### src/rtl/bhg_psg_pkg.sv
// Shared constants and the YM2149-style log-to-linear amplitude law for the PSG mixer.
package bhg_psg_pkg;

  localparam int LOG_W   = 5;
  localparam int NCH_MIN = 1;
  localparam int NCH_MAX = 8;
  localparam int DAC_MIN = 8;
  localparam int DAC_MAX = 14;

  // One log step in dB, and the matching amplitude ratio 10^(-STEP_DB/20).
  localparam real STEP_DB   = 1.5;
  localparam real STEP_GAIN = 0.8413951416451951;

  // Linear amplitude for log level n at full scale (2^dac_bits - 1); level 0 is silent.
  function automatic int lin_code(input int n, input int dac_bits);
    real amp;
    if (n <= 0) return 0;
    amp = real'((1 << dac_bits) - 1);
    for (int i = n; i < (1 << LOG_W) - 1; i++) amp = amp * STEP_GAIN;
    return int'(amp);
  endfunction

endpackage

### src/rtl/bhg_psg_exp_lut.sv
// 32-entry log-to-linear ROM, contents fixed at elaboration, with a registered output.
module bhg_psg_exp_lut
  import bhg_psg_pkg::*;
#(
  parameter int DAC_BITS = 10
) (
  input  logic                clk,
  input  logic                rst,
  input  logic [LOG_W-1:0]    addr_d_i,
  output logic [DAC_BITS-1:0] lin_o
);

  logic [DAC_BITS-1:0] rom [1 << LOG_W];
  logic [DAC_BITS-1:0] lin_q;

  for (genvar i = 0; i < (1 << LOG_W); i++) begin : g_rom
    assign rom[i] = DAC_BITS'(lin_code(i, DAC_BITS));
  end

  // Indexed by the address register's next state, so lin_o always matches the
  // address register one clk after it is loaded, whatever clk_en does.
  // NOTE: sequential state uses <= so every flop samples pre-edge values.
  always_ff @(posedge clk) begin
    if (rst) lin_q <= '0;
    else     lin_q <= rom[addr_d_i];
  end

  assign lin_o = lin_q;

endmodule

### src/rtl/bhg_psg_mixer.sv
// Time-multiplexed N-channel PSG output stage: shared log->lin lookup, stereo panned sums.
module bhg_psg_mixer
  import bhg_psg_pkg::*;
#(
  parameter int NCH      = 3,
  parameter int DAC_BITS = 10
) (
  input  logic                               clk,
  input  logic                               rst,
  input  logic                               clk_en,
  input  logic [LOG_W*NCH-1:0]               level,
  input  logic [NCH-1:0]                     pan_l,
  input  logic [NCH-1:0]                     pan_r,
  output logic [DAC_BITS*NCH-1:0]            ch_lin,
  output logic [DAC_BITS+$clog2(NCH)-1:0]    left,
  output logic [DAC_BITS+$clog2(NCH)-1:0]    right,
  output logic                               sample
);

  localparam int SUM_W  = DAC_BITS + $clog2(NCH);
  localparam int SLOT_W = $clog2(NCH + 2);
  localparam logic [SLOT_W-1:0] SLOT_LAST = SLOT_W'(NCH + 1);

  if (NCH < NCH_MIN || NCH > NCH_MAX) begin : g_bad_nch
    $error("bhg_psg_mixer: NCH out of range 1..8");
  end
  if (DAC_BITS < DAC_MIN || DAC_BITS > DAC_MAX) begin : g_bad_dac
    $error("bhg_psg_mixer: DAC_BITS out of range 8..14");
  end

  logic [SLOT_W-1:0]         slot_q, slot_d;
  logic [SUM_W-1:0]          acc_l_q, acc_l_d, acc_r_q, acc_r_d;
  logic [SUM_W-1:0]          left_q, left_d, right_q, right_d;
  logic [LOG_W*NCH-1:0]      snap_lv_q, snap_lv_d;
  logic [NCH-1:0]            snap_pl_q, snap_pl_d, snap_pr_q, snap_pr_d;
  logic [LOG_W-1:0]          addr_q, addr_d;
  logic [DAC_BITS*NCH-1:0]   ch_lin_q, ch_lin_d;
  logic                      sample_q, sample_d;
  logic [DAC_BITS-1:0]       lin;

  bhg_psg_exp_lut #(.DAC_BITS(DAC_BITS)) u_lut (
    .clk      (clk),
    .rst      (rst),
    .addr_d_i (addr_d),
    .lin_o    (lin)
  );

  // NOTE: every _d gets its hold value first, so no path through this block can infer a latch.
  always_comb begin
    slot_d    = slot_q;
    acc_l_d   = acc_l_q;
    acc_r_d   = acc_r_q;
    left_d    = left_q;
    right_d   = right_q;
    snap_lv_d = snap_lv_q;
    snap_pl_d = snap_pl_q;
    snap_pr_d = snap_pr_q;
    addr_d    = addr_q;
    ch_lin_d  = ch_lin_q;
    sample_d  = 1'b0;

    if (clk_en) begin
      slot_d = (slot_q == SLOT_LAST) ? '0 : slot_q + 1'b1;
      if (slot_q == '0) begin
        left_d    = acc_l_q;
        right_d   = acc_r_q;
        sample_d  = 1'b1;
        acc_l_d   = '0;
        acc_r_d   = '0;
        snap_lv_d = level;
        snap_pl_d = pan_l;
        snap_pr_d = pan_r;
      end else begin
        // Channel k is addressed at slot k+1 and accumulated at slot k+2.
        for (int k = 0; k < NCH; k++) begin
          if (slot_q == SLOT_W'(k + 1)) addr_d = snap_lv_q[k*LOG_W +: LOG_W];
          if (slot_q == SLOT_W'(k + 2)) begin
            ch_lin_d[k*DAC_BITS +: DAC_BITS] = lin;
            if (snap_pl_q[k]) acc_l_d = acc_l_q + SUM_W'(lin);
            if (snap_pr_q[k]) acc_r_d = acc_r_q + SUM_W'(lin);
          end
        end
      end
    end
  end

  always_ff @(posedge clk) begin
    if (rst) begin
      slot_q    <= '0;
      acc_l_q   <= '0;
      acc_r_q   <= '0;
      left_q    <= '0;
      right_q   <= '0;
      snap_lv_q <= '0;
      snap_pl_q <= '0;
      snap_pr_q <= '0;
      addr_q    <= '0;
      ch_lin_q  <= '0;
      sample_q  <= 1'b0;
    end else begin
      slot_q    <= slot_d;
      acc_l_q   <= acc_l_d;
      acc_r_q   <= acc_r_d;
      left_q    <= left_d;
      right_q   <= right_d;
      snap_lv_q <= snap_lv_d;
      snap_pl_q <= snap_pl_d;
      snap_pr_q <= snap_pr_d;
      addr_q    <= addr_d;
      ch_lin_q  <= ch_lin_d;
      sample_q  <= sample_d;
    end
  end

  assign ch_lin = ch_lin_q;
  assign left   = left_q;
  assign right  = right_q;
  assign sample = sample_q;

endmodule

### config.mk
export PLATFORM = sky130hd
export DESIGN_NAME = bhg_psg_mixer
export DESIGN_NICKNAME = d
export VERILOG_FILES = /design/src/rtl/bhg_psg_pkg.sv /design/src/rtl/bhg_psg_exp_lut.sv /design/src/rtl/bhg_psg_mixer.sv
export SDC_FILE = /design/constraint.sdc
export NUM_CORES = 1
export LEC_CHECK = 0
export CAP_MARGIN = 20
export CORE_UTILIZATION = 49
export CTS_CLUSTER_SIZE = 8
export DETAILED_ROUTE_END_ITERATION = 8
export GPL_TIMING_DRIVEN = 0
export PLACE_DENSITY = 0.76
export SYNTH_ARGS = -nofsm -noshare
export SYNTH_HDL_FRONTEND = slang
export SYNTH_SLANG_ARGS = --single-unit
### constraint.sdc
create_clock -name clk -period 2.47 [get_ports clk]
set_input_delay 0.741 -clock clk [delete_from_list [all_inputs] [get_ports clk]]
set_output_delay 0.741 -clock clk [all_outputs]
set_load 0.02 [all_outputs]
==> flow_results.xml <==
<?xml version="1.0" encoding="UTF-8"?>
<metrics>
  <group name="outcome">
    <metric name="status" unit="">finished clean</metric>
  </group>
  <group name="sta">
    <metric name="rsz0062_at_grt" unit="">true</metric>
    <metric name="min_period_over_period" unit="%">99.81</metric>
    <metric name="drv_slew" unit="">0</metric>
    <metric name="timing_worst_slew_pin_value" unit="ns">0.7293</metric>
    <metric name="timing.final.setup_violations" unit="">0</metric>
    <metric name="max_clock_freq" unit="GHz">0.4056</metric>
    <metric name="fin_tns_setup" unit="ns">0</metric>
    <metric name="fin_skew" unit="ns">0.005819</metric>
    <metric name="finalHoldViolCount" unit="">0</metric>
    <metric name="post_layout_minimum_cycle_time" unit="ns">2.465</metric>
    <metric name="slew-limit-headroom" unit="%">51.15</metric>
  </group>
  <group name="route">
    <metric name="first_pass_iters" unit="">5</metric>
    <metric name="vias" unit="">5041</metric>
    <metric name="drt_iter0_drc" unit="">282</metric>
    <metric name="antenna_left" unit="">0</metric>
    <metric name="drt_wl_total" unit="um">15630</metric>
    <metric name="drt_drc_violations_left" unit="">0</metric>
    <metric name="wire_per_inst" unit="um">18.23</metric>
    <metric name="vias_per_cell" unit="">5.882</metric>
  </group>
  <group name="synthesis">
    <metric name="syn_inst" unit="">594</metric>
    <metric name="synth.avg_cell_area" unit="sq um">9.346</metric>
    <metric name="netlist-cell-type-count" unit="">63</metric>
    <metric name="async_set_or_reset_flop_fraction_in_the_synthesized_netlist" unit="%">0</metric>
    <metric name="postSynthRegisterBits" unit="">118</metric>
    <metric name="synth-seq-area-share" unit="%">42.55</metric>
    <metric name="synth-edff-count" unit="">0</metric>
    <metric name="synth.cell_area" unit="sq um">5552</metric>
    <metric name="yosys_most_used_dff" unit="">sky130_fd_sc_hd__dfxtp_1</metric>
    <metric name="syn-num-nets" unit="">653</metric>
    <metric name="yosys_warnings" unit="">0</metric>
  </group>
  <group name="floorplan">
    <metric name="floorplan.initialDensity" unit="%">50.77</metric>
    <metric name="floorplan.die_area" unit="sq um">11760</metric>
    <metric name="horizontal_die_dimension" unit="um">108.4</metric>
    <metric name="core_area" unit="sq um">10940</metric>
    <metric name="floorplan.rows" unit="">38</metric>
    <metric name="fp.dieH" unit="um">108.4</metric>
    <metric name="io-pin-count" unit="">79</metric>
  </group>
  <group name="placement">
    <metric name="gp_congestion" unit="">0.8938</metric>
    <metric name="io_buffers" unit="">78</metric>
    <metric name="hpwlAfterDp" unit="um">10780</metric>
    <metric name="post_dp_cell_area" unit="sq um">6511</metric>
  </group>
  <group name="job">
    <metric name="cap_viol_max_count" unit="">0</metric>
  </group>
  <group name="min_path">
    <metric name="hold_path_class" unit="">flop to flop</metric>
  </group>
  <group name="layout">
    <metric name="final_cell_area" unit="sq um">7391</metric>
    <metric name="finalNetCount" unit="">763</metric>
    <metric name="layout-area-overhead-vs-synth" unit="%">33.13</metric>
    <metric name="final.fill_count" unit="">907</metric>
    <metric name="drive_gt1_share" unit="%">13.53</metric>
    <metric name="layout.core_utilization" unit="%">67.59</metric>
    <metric name="n_antenna_cell" unit="">0</metric>
  </group>
  <group name="power_and_ir_drop">
    <metric name="p_leak" unit="nW">2.872</metric>
    <metric name="post-layout-total-power" unit="mW">4.695</metric>
    <metric name="power_density" unit="nW/um^2">635.2</metric>
    <metric name="ir_drop" unit="V">0.0005923</metric>
  </group>
  <group name="global_routing">
    <metric name="grt_max_degree" unit="">17</metric>
    <metric name="grt_pass1_vias" unit="">4986</metric>
    <metric name="globalRoute.totalOverflow" unit="">0</metric>
    <metric name="globalRouteTotalUtil" unit="%">27.74</metric>
    <metric name="grt_antenna_before_repair" unit="">0</metric>
    <metric name="grt_first_pass_wirelength" unit="um">24610</metric>
  </group>
  <group name="worst_setup_path">
    <metric name="setup.worst_path.class" unit="">flop to flop</metric>
    <metric name="startpoint_type" unit="">flop</metric>
    <metric name="worst_ep_arrival_time" unit="ns">2.77</metric>
    <metric name="timing.critical_path.fanout_max" unit="">6</metric>
    <metric name="timing.critical_path.required" unit="ns">2.77</metric>
    <metric name="setup.worst_path.end_class" unit="">flop</metric>
  </group>
  <group name="cts">
    <metric name="clkTransAtPathRegs" unit="ns">0.05</metric>
    <metric name="tritoncts" unit="">done</metric>
    <metric name="longest_clk_path_bufs" unit="">2</metric>
    <metric name="numCtsBuffers" unit="">17</metric>
    <metric name="worst_skew_pair.late_latency" unit="ns">0.42</metric>
    <metric name="hold_buffers" unit="">0</metric>
    <metric name="cts.root.buffer_cell" unit="">sky130_fd_sc_hd__clkbuf_16</metric>
    <metric name="cts_num_sinks" unit="">118</metric>
    <metric name="htree_num_levels" unit="">4</metric>
  </group>
</metrics>
==> path summary, 6_finish.rpt <==
kind | start | end | slack [ns] | cells after the start
max | slot_q[0] | u_lut.lin_o[5] | 0.005 | 12
min | ch_lin[19] | ch_lin[19] | 0.45 | 2
max reg2reg | slot_q[0] | u_lut.lin_o[5] | 0.005 | 12
min reg2reg | ch_lin[19] | ch_lin[19] | 0.45 | 2
==> registers in the layout, indices dropped and copies added (netlist names) <==
signal / flops
ch_lin: 30
snap_lv_q: 15
acc_l_q: 12
acc_r_q: 12
left: 12
right: 12
u_lut.lin_o: 10
addr_q: 5
slot_q: 3
snap_pl_q: 3
snap_pr_q: 3
sample: 1
==> logic make-up after synthesis <==
group	share of synthesized area, %
AOI/OAI and AO/OA	23.57
xor gates and xnor gates	2.524
adders and majority gates	8.159
buffers and inverters	3.155
DFF	42.55
muxes	3.493
and+or+nand+nor	16.54
==> per-stage QoR <==
step	std cells	hold slack [ns]	setup slack [ns]
floorplan	594	0.4401	0.02851
global placement	812	0.4458	-0.6119
detailed placement	812	0.4496	-0.5661
CTS	846	0.4566	-0.001070
global route	857	0.4724	-0.04521
finish	857	0.4533	0.004670
==> critical path, cell delays in order, from the launching register on <==
cell	delay (ns)
sky130_fd_sc_hd__dfxtp_4	0.38
sky130_fd_sc_hd__inv_4	0.05
sky130_fd_sc_hd__ha_4	0.18
sky130_fd_sc_hd__buf_12	0.14
sky130_fd_sc_hd__nor4bb_4	0.34
sky130_fd_sc_hd__a221oi_2	0.08
sky130_fd_sc_hd__o21ai_1	0.14
sky130_fd_sc_hd__mux2_4	0.28
sky130_fd_sc_hd__ha_4	0.19
sky130_fd_sc_hd__inv_1	0.06
sky130_fd_sc_hd__mux2_2	0.29
sky130_fd_sc_hd__o21ai_1	0.14
sky130_fd_sc_hd__o22ai_1	0.08
==> layout by cell type, fill, tap and decap left out, types with 5 or more instances in the layout <==
cell,instances
sky130_fd_sc_hd__nor3_1,9
sky130_fd_sc_hd__a22o_1,56
sky130_fd_sc_hd__dfxtp_1,114
sky130_fd_sc_hd__o21ai_2,6
sky130_fd_sc_hd__a21o_1,8
sky130_fd_sc_hd__ha_4,6
sky130_fd_sc_hd__nor4_1,6
sky130_fd_sc_hd__o21ai_1,8
sky130_fd_sc_hd__nor2_1,26
sky130_fd_sc_hd__a22oi_1,11
sky130_fd_sc_hd__xnor2_1,11
sky130_fd_sc_hd__buf_4,16
sky130_fd_sc_hd__a21oi_1,44
sky130_fd_sc_hd__clkdlybuf4s50_1,77
sky130_fd_sc_hd__o211ai_1,6
sky130_fd_sc_hd__nand3_1,20
sky130_fd_sc_hd__clkbuf_1,23
sky130_fd_sc_hd__xor2_1,5
sky130_fd_sc_hd__nand2_1,77
sky130_fd_sc_hd__ha_1,24
sky130_fd_sc_hd__clkbuf_16,18
sky130_fd_sc_hd__mux2i_1,11
sky130_fd_sc_hd__o21ai_0,8
sky130_fd_sc_hd__nor2b_1,15
==> report_power, final <==
| part | switching [mW] | leakage, nW | total (mW) | internal (mW) |
|---|---|---|---|---|
| Combinational | 0.292 | 1.66 | 0.520 | 0.227 |
| Clock | 0.798 | 0.256 | 2.15 | 1.35 |
| Sequential | 0.0693 | 0.957 | 2.03 | 1.96 |
| Total | 1.16 | 2.87 | 4.69 | 3.54 |
==> final cells by class <==
| cell class | count | area [sq um] | share of cell area, % |
|---|---|---|---|
| Buffer | 29 | 162.7 | 2.201 |
| Sequential cell | 118 | 2372 | 32.10 |
| Tap cell | 140 | 175.2 | 2.370 |
| Clock inverter | 4 | 20.02 | 0.2709 |
| Timing Repair Buffer | 92 | 905.9 | 12.26 |
| Clock buffer | 28 | 496.7 | 6.721 |
| Multi-Input combinational cell | 438 | 3206 | 43.37 |
| Inverter | 8 | 52.55 | 0.7110 |
==> per-layer routing <==
metal | vias to the layer above | part of all wire, % | track usage [%]
li1 | 2413 | - | -
met1 | 2406 | 41 | 31.52
met2 | 170 | 50 | 48.01
met3 | 52 | 5.6 | 7.535
met4 | 0 | 3.4 | 13.03
met5 | - | 0 | 0
==> Yosys cell counts (6+ instances only) <==
library cell,count,share of area (%)
sky130_fd_sc_hd__nor2_1,29,2.0
sky130_fd_sc_hd__o21ai_0,10,0.90
sky130_fd_sc_hd__nand3_1,20,1.8
sky130_fd_sc_hd__dfxtp_1,118,43
sky130_fd_sc_hd__a21o_1,8,1.1
sky130_fd_sc_hd__o21ai_1,10,0.90
sky130_fd_sc_hd__ha_1,33,7.4
sky130_fd_sc_hd__mux2i_1,12,2.2
sky130_fd_sc_hd__nor2b_1,15,1.7
sky130_fd_sc_hd__nand2_1,77,5.2
sky130_fd_sc_hd__nor3_1,9,0.81
sky130_fd_sc_hd__a22o_1,56,8.8
sky130_fd_sc_hd__a21oi_1,45,4.1
sky130_fd_sc_hd__o211ai_1,6,0.81
sky130_fd_sc_hd__clkbuf_1,17,1.1
sky130_fd_sc_hd__xnor2_1,11,1.7
sky130_fd_sc_hd__a22oi_1,11,1.5
sky130_fd_sc_hd__nor4_1,6,0.68
==> timing repair <==
| action | 4_1_cts | 5_1_grt |
|---|---|---|
| pin swaps | 0 | 12 |
| gates cloned | 0 | 1 |
| gates resized for setup | 31 | 32 |
| endpoints found under the setup margin | 14 | 43 |
| setup buffers | 2 | 11 |
Power figures use the tool's default switching activity.
